File: src/rtl/uart_engine.sv
// ============================================================================
// uart_engine -- full-duplex UART transmitter and receiver.
//
// The receiver and the transmitter are independent state machines that share
// only the clock and the reset. Frame format: one start bit (low), DATA_BITS
// data bits LSB first, an optional parity bit, then STOP_BITS stop bits (high).
//
// Parameters
//   CLKS_PER_BIT  clk cycles per serial bit (>= 4)
//   DATA_BITS     data bits per frame (5..8)
//   PARITY        0 = none, 1 = odd, 2 = even
//   STOP_BITS     stop bits per frame (1 or 2)
//
// Ports
//   clk            single clock, rising edge
//   rst            synchronous active-high reset
//   uartRx         serial input, asynchronous, idle high
//   uartTx         serial output, registered, idle high
//   tx_data        word to transmit, captured on the handshake
//   tx_valid       tx_data is valid
//   tx_ready       transmitter can accept a word (handshake = valid && ready)
//   rx_data        last received word
//   rx_valid       one-cycle pulse: rx_data and the error flags were updated
//   rx_parity_err  parity mismatch on the last frame
//   rx_frame_err   a stop bit was sampled low on the last frame
//   rx_busy        receiver is not idle
//   tx_busy        transmitter is not idle
// ============================================================================
module uart_engine #(
   parameter int CLKS_PER_BIT = 234,
   parameter int DATA_BITS    = 8,
   parameter int PARITY       = 0,
   parameter int STOP_BITS    = 1
) (
   input  logic                 clk,
   input  logic                 rst,
   input  logic                 uartRx,
   output logic                 uartTx,
   input  logic [DATA_BITS-1:0] tx_data,
   input  logic                 tx_valid,
   output logic                 tx_ready,
   output logic [DATA_BITS-1:0] rx_data,
   output logic                 rx_valid,
   output logic                 rx_parity_err,
   output logic                 rx_frame_err,
   output logic                 rx_busy,
   output logic                 tx_busy
);

   // Counter holds 0..CLKS_PER_BIT-1 and is cleared at every bit boundary,
   // so it never wraps inside a bit.
   localparam int CNT_W = $clog2(CLKS_PER_BIT);

   localparam logic [CNT_W-1:0] BIT_END  = CNT_W'(CLKS_PER_BIT - 1);
   localparam logic [CNT_W-1:0] BIT_PRE  = CNT_W'(CLKS_PER_BIT - 2);
   localparam logic [CNT_W-1:0] BIT_HALF = CNT_W'(CLKS_PER_BIT / 2);
   localparam logic [2:0]       DATA_LAST = 3'(DATA_BITS - 1);
   localparam logic [2:0]       STOP_LAST = 3'(STOP_BITS - 1);

   typedef enum logic [2:0] {
      S_IDLE,
      S_START,
      S_DATA,
      S_PARITY,
      S_STOP
   } state_t;

   // Value the parity bit must carry for the given data word.
   function automatic logic parity_of(input logic [DATA_BITS-1:0] d);
      if (PARITY == 1) return ~(^d);
      return ^d;
   endfunction

   // -------------------------------------------------------------------------
   // Receiver
   // -------------------------------------------------------------------------
   logic                 rx_meta;
   logic                 rx_sync;
   logic                 rx_sync_d;
   state_t               rx_state;
   logic [CNT_W-1:0]     rx_cnt;
   logic [2:0]           rx_idx;
   logic [DATA_BITS-1:0] rx_shift;
   logic                 perr_acc;
   logic                 ferr_acc;

   always_ff @(posedge clk) begin
      if (rst) begin
         // NOTE: synchroniser flops reset to the idle line level so leaving
         // reset can never look like a falling start edge.
         rx_meta       <= 1'b1;
         rx_sync       <= 1'b1;
         rx_sync_d     <= 1'b1;
         rx_state      <= S_IDLE;
         rx_cnt        <= '0;
         rx_idx        <= '0;
         rx_shift      <= '0;
         perr_acc      <= 1'b0;
         ferr_acc      <= 1'b0;
         rx_data       <= '0;
         rx_valid      <= 1'b0;
         rx_parity_err <= 1'b0;
         rx_frame_err  <= 1'b0;
      end else begin
         // NOTE: non-blocking assignments throughout, so every flop here
         // samples the pre-edge value of the one feeding it (a true 2-flop
         // synchroniser plus an edge-detect delay stage).
         rx_meta   <= uartRx;
         rx_sync   <= rx_meta;
         rx_sync_d <= rx_sync;
         rx_valid  <= 1'b0;

         case (rx_state)
            S_IDLE: begin
               if (rx_sync_d && !rx_sync) begin
                  rx_state <= S_START;
                  rx_cnt   <= '0;
               end
            end

            // Sample mid start bit; a high level here was only a glitch.
            S_START: begin
               if (rx_cnt == BIT_HALF) begin
                  rx_cnt   <= '0;
                  rx_idx   <= '0;
                  perr_acc <= 1'b0;
                  ferr_acc <= 1'b0;
                  rx_state <= rx_sync ? S_IDLE : S_DATA;
               end else begin
                  rx_cnt <= rx_cnt + 1'b1;
               end
            end

            S_DATA: begin
               if (rx_cnt == BIT_END) begin
                  rx_cnt   <= '0;
                  rx_shift <= {rx_sync, rx_shift[DATA_BITS-1:1]};
                  if (rx_idx == DATA_LAST) begin
                     rx_idx   <= '0;
                     rx_state <= (PARITY != 0) ? S_PARITY : S_STOP;
                  end else begin
                     rx_idx <= rx_idx + 1'b1;
                  end
               end else begin
                  rx_cnt <= rx_cnt + 1'b1;
               end
            end

            S_PARITY: begin
               if (rx_cnt == BIT_END) begin
                  rx_cnt   <= '0;
                  rx_idx   <= '0;
                  perr_acc <= (rx_sync != parity_of(rx_shift));
                  rx_state <= S_STOP;
               end else begin
                  rx_cnt <= rx_cnt + 1'b1;
               end
            end

            // Any low stop sample marks a frame error; the word is still
            // delivered with rx_valid.
            S_STOP: begin
               if (rx_cnt == BIT_END) begin
                  rx_cnt <= '0;
                  if (rx_idx == STOP_LAST) begin
                     rx_data       <= rx_shift;
                     rx_parity_err <= perr_acc;
                     rx_frame_err  <= ferr_acc | ~rx_sync;
                     rx_valid      <= 1'b1;
                     rx_state      <= S_IDLE;
                  end else begin
                     ferr_acc <= ferr_acc | ~rx_sync;
                     rx_idx   <= rx_idx + 1'b1;
                  end
               end else begin
                  rx_cnt <= rx_cnt + 1'b1;
               end
            end

            default: rx_state <= S_IDLE;
         endcase
      end
   end

   assign rx_busy = (rx_state != S_IDLE);

   // -------------------------------------------------------------------------
   // Transmitter
   // -------------------------------------------------------------------------
   state_t               tx_state;
   logic [CNT_W-1:0]     tx_cnt;
   logic [2:0]           tx_idx;
   logic [DATA_BITS-1:0] tx_shift;
   logic                 tx_par;

   always_ff @(posedge clk) begin
      if (rst) begin
         tx_state <= S_IDLE;
         tx_cnt   <= '0;
         tx_idx   <= '0;
         tx_shift <= '0;
         tx_par   <= 1'b0;
         uartTx   <= 1'b1;
         tx_ready <= 1'b0;
      end else begin
         case (tx_state)
            S_IDLE: begin
               uartTx <= 1'b1;
               if (tx_valid && tx_ready) begin
                  tx_shift <= tx_data;
                  tx_par   <= parity_of(tx_data);
                  uartTx   <= 1'b0;
                  tx_cnt   <= '0;
                  tx_ready <= 1'b0;
                  tx_state <= S_START;
               end else begin
                  tx_ready <= 1'b1;
               end
            end

            // The line value for the next bit is loaded at the last cycle of
            // the current one so uartTx always comes straight from a flop.
            S_START: begin
               if (tx_cnt == BIT_END) begin
                  tx_cnt   <= '0;
                  tx_idx   <= '0;
                  uartTx   <= tx_shift[0];
                  tx_shift <= tx_shift >> 1;
                  tx_state <= S_DATA;
               end else begin
                  tx_cnt <= tx_cnt + 1'b1;
               end
            end

            S_DATA: begin
               if (tx_cnt == BIT_END) begin
                  tx_cnt <= '0;
                  if (tx_idx == DATA_LAST) begin
                     tx_idx <= '0;
                     if (PARITY != 0) begin
                        uartTx   <= tx_par;
                        tx_state <= S_PARITY;
                     end else begin
                        uartTx   <= 1'b1;
                        tx_state <= S_STOP;
                     end
                  end else begin
                     tx_idx   <= tx_idx + 1'b1;
                     uartTx   <= tx_shift[0];
                     tx_shift <= tx_shift >> 1;
                  end
               end else begin
                  tx_cnt <= tx_cnt + 1'b1;
               end
            end

            S_PARITY: begin
               if (tx_cnt == BIT_END) begin
                  tx_cnt   <= '0;
                  tx_idx   <= '0;
                  uartTx   <= 1'b1;
                  tx_state <= S_STOP;
               end else begin
                  tx_cnt <= tx_cnt + 1'b1;
               end
            end

            // IDLE is entered for the final cycle of the last stop bit (the
            // line is already high), so a handshake on that cycle starts the
            // next frame with no gap beyond the stop bits.
            S_STOP: begin
               if (tx_idx == STOP_LAST && tx_cnt == BIT_PRE) begin
                  tx_cnt   <= '0;
                  tx_ready <= 1'b1;
                  tx_state <= S_IDLE;
               end else if (tx_cnt == BIT_END) begin
                  tx_cnt <= '0;
                  tx_idx <= tx_idx + 1'b1;
               end else begin
                  tx_cnt <= tx_cnt + 1'b1;
               end
            end

            default: tx_state <= S_IDLE;
         endcase
      end
   end

   assign tx_busy = (tx_state != S_IDLE);

endmodule
File: config.mk
export PLATFORM = sky130hd
export DESIGN_NAME = uart_engine
export DESIGN_NICKNAME = d
export VERILOG_FILES = /design/src/rtl/uart_engine.sv
export SDC_FILE = /design/constraint.sdc
export NUM_CORES = 1
export LEC_CHECK = 0
export ABC_AREA = 1
export BUFFER_PORTS_ARGS = -buffer_cell sky130_fd_sc_hd__buf_2
export CORE_MARGIN = 10
export CORE_UTILIZATION = 35
export DETAILED_ROUTE_END_ITERATION = 10
export PLACE_DENSITY = 0.6
export SLEW_MARGIN = 20
export SYNTH_ARGS = -nofsm -noshare
export SYNTH_HDL_FRONTEND = slang
export SYNTH_SLANG_ARGS = --single-unit
File: constraint.sdc
create_clock -name clk -period 2 [get_ports clk]
set_input_delay 0.4 -clock clk [delete_from_list [all_inputs] [get_ports clk]]
set_output_delay 0.4 -clock clk [all_outputs]
set_load 0.01 [all_outputs]
==> reports/metrics.cfg <==
[finish]
post-route-util=0.414
syn_to_final_growth_pct=14.2
drive_above_1_share=0.148
diodes=0
final_nets=519
final_cell_area_um2=3650
final_cell_count_no_fill=609
fill_cells=941

[placed_design]
gp_congestion=0.832
place_area_um2=3470
dpl.hpwl_mm=5.27
port_buffers=26
dp.cells=593

[setup_path]
crit_fanout=6
end_kind=primary output
cp.arrival_ns=1.41
crit_required_ns=1.60
start_kind=flip-flop
crit_type=flip-flop to primary output

[timing]
rsz0062_at_grt=false
max_slew.worst_pin.slew_ns=0.395
fin_crit_sh=0.907
tns_ns=0
fmax_mhz=551
period_needed_ns=1.81
setup_viol=0
timing.hold.ws_ns=0.239
relSlewSlack=0.736
slew_viol_final=0
hold_viol_final=0
finClkSkew_ns=0.0134

[die]
fp.coreArea_um2=8810
rows=34
die_x_um=116
start_util=0.363
pin_count=27
die_area_um2=13300
die_y_um=116

[power_and_ir_drop]
power_per_cell_area_nw_per_um2=1140
vdd_drop_max_v=0.000529
leakage_nw=1.69

[synth]
syn_nets=484
ys_seq_area_frac=0.389
ys_seq_elements=62
postSynthCellCount=461
synthDistinctLibCells=33
syn_area_um2=3190
synth_warnings=0
synth.avg_cell_area_um2=6.93

[routing]
wl_per_cell_um=11.7
drt-total-wl_mm=7.14
antenna_left=0
vias=2914
top_layer=met4
route.detailed.drc=0
dr.pass1.iters=4
drt-met1-wl_mm=3.25
vias_per_cell=4.78
wl_met3_um=233
drt-initial-drc-count=136
dr_wl_met2_mm=3.52

[clocking]
hold_buffers=0
cts_tree=built
cts.sinks=62
htree_levels=3
ctsLongestPathBuffers=2
worst_skew_pair.late_latency_ns=0.35
cts_buffers=9
post_cts_resized=0
clk_pin_slew_ns=0.08
postCtsSetupBuffers=0
clock-root-buffer=clkbuf_8

[worst_hold_path]
hold_class=input pin to flip-flop

[global_routing]
antenna_found_initial=0
grt_pass1_wl_mm=12.4
grt_pass1_vias=2800
grt-ovfl-total=0
grt_max_degree=21
grtUsageTotal=0.113

[status]
status=finished clean

[flow_run]
drv_cap=0

routing by layer:
metal / GRT usage / up-vias
met3: 0.0341 / 11
met5: 0 / -
li1: - / 1550
met2: 0.198 / 31
met4: 0.0448 / 0
met1: 0.126 / 1322
cells in the mapped netlist (all sizes together):
cell type  instances  area [um2]
dfxtp             62        1240
ha                11         138
buf                2        12.5
a31oi              2        12.5
nand3b             2        15.0
nand2            110         428
nor2              64         263
nand3             30         150
o211ai             2        15.0
inv               64         243
nand4             11        68.8
o21bai             2        15.0
xnor2              5        43.8
a21oi             32         164
xor2               5        43.8
o21ai             38         205
clkbuf             5        18.8
or2                4        25.0
nor3b              3        22.5
a21boi             1        7.51
nor3               6        62.6
metrics by stage:
step	power, mW	setup slack, ns
finish	4.16	0.186
global route	4.55	0.0531
CTS	4.22	0.158
detailed placement	3.17	0.285
global placement	3.14	0.301
floorplan	2.77	0.481
worst max-delay path, cell delays in order (launching register included):
cell     delay [ns]
dfxtp_1        0.39
nor3_2         0.39
inv_1          0.12
buf_2          0.16
layout by cell type, fill, tap and decap left out, drive strengths merged, types with 3 or more instances in the layout:
master,Yosys,final
a21oi,32,32
buf,2,31
clkbuf,5,10
clkinv,0,5
dfxtp,62,62
ha,11,11
inv,64,65
nand2,110,110
nand3,30,30
nand4,11,11
nor2,64,64
nor3,6,6
nor3b,3,3
o21ai,38,38
or2,4,4
xnor2,5,5
xor2,5,5
sequential cells by signal (all words and copies together) (netlist names):
signal,cells
rx_sync_d,1
rx_sync,1
tx_cnt,8
tx_ready,1
rx_frame_err,1
rx_cnt,8
rx_valid,1
rx_shift,8
tx_state,3
rx_data,8
ferr_acc,1
perr_acc,1
rx_idx,3
rx_meta,1
rx_state,3
rx_parity_err,1
tx_idx,3
tx_shift,8
uartTx,1
kinds of logic (layout without fill, tap and decap cells):
family	after synthesis	after routing	synth area share
buffers and inverters	71	111	0.0858
AO/OA/AOI/OAI	77	77	0.131
flip-flops	62	62	0.389
AND/OR/NAND/NOR	230	230	0.324
adder cells (fa/ha/maj)	11	11	0.0431
XOR/XNOR	10	10	0.0274
worst paths after layout:
| kind | depth (start not counted) | slack, ns | end | start |
|---|---|---|---|---|
| max | 3 | 0.19 | tx_busy | tx_state[2] |
| min | 2 | 0.24 | rx_meta | uartRx |
| max reg2reg | 8 | 0.27 | rx_parity_err | rx_state[0] |
| min reg2reg | 1 | 0.41 | rx_sync | rx_meta |
power by group:
part	internal [mW]	switching, mW	leakage [nW]	total, mW
Clock	0.489	0.533	0.0966	1.02
Combinational	0.542	1.11	1.09	1.65
Sequential	1.38	0.107	0.504	1.49
Total	2.41	1.75	1.69	4.16
cell type report:
cell class | count | area, um2 | area share
multi-input combinational | 328 | 1680 | 0.460
sequential | 62 | 1240 | 0.340
tap | 108 | 135 | 0.0370
clock inverter | 6 | 45.0 | 0.0123
clock buffer | 10 | 138 | 0.0377
timing repair buffer | 31 | 168 | 0.0460
inverter | 64 | 243 | 0.0665
No activity file was read; power rests on OpenSTA's default activity.
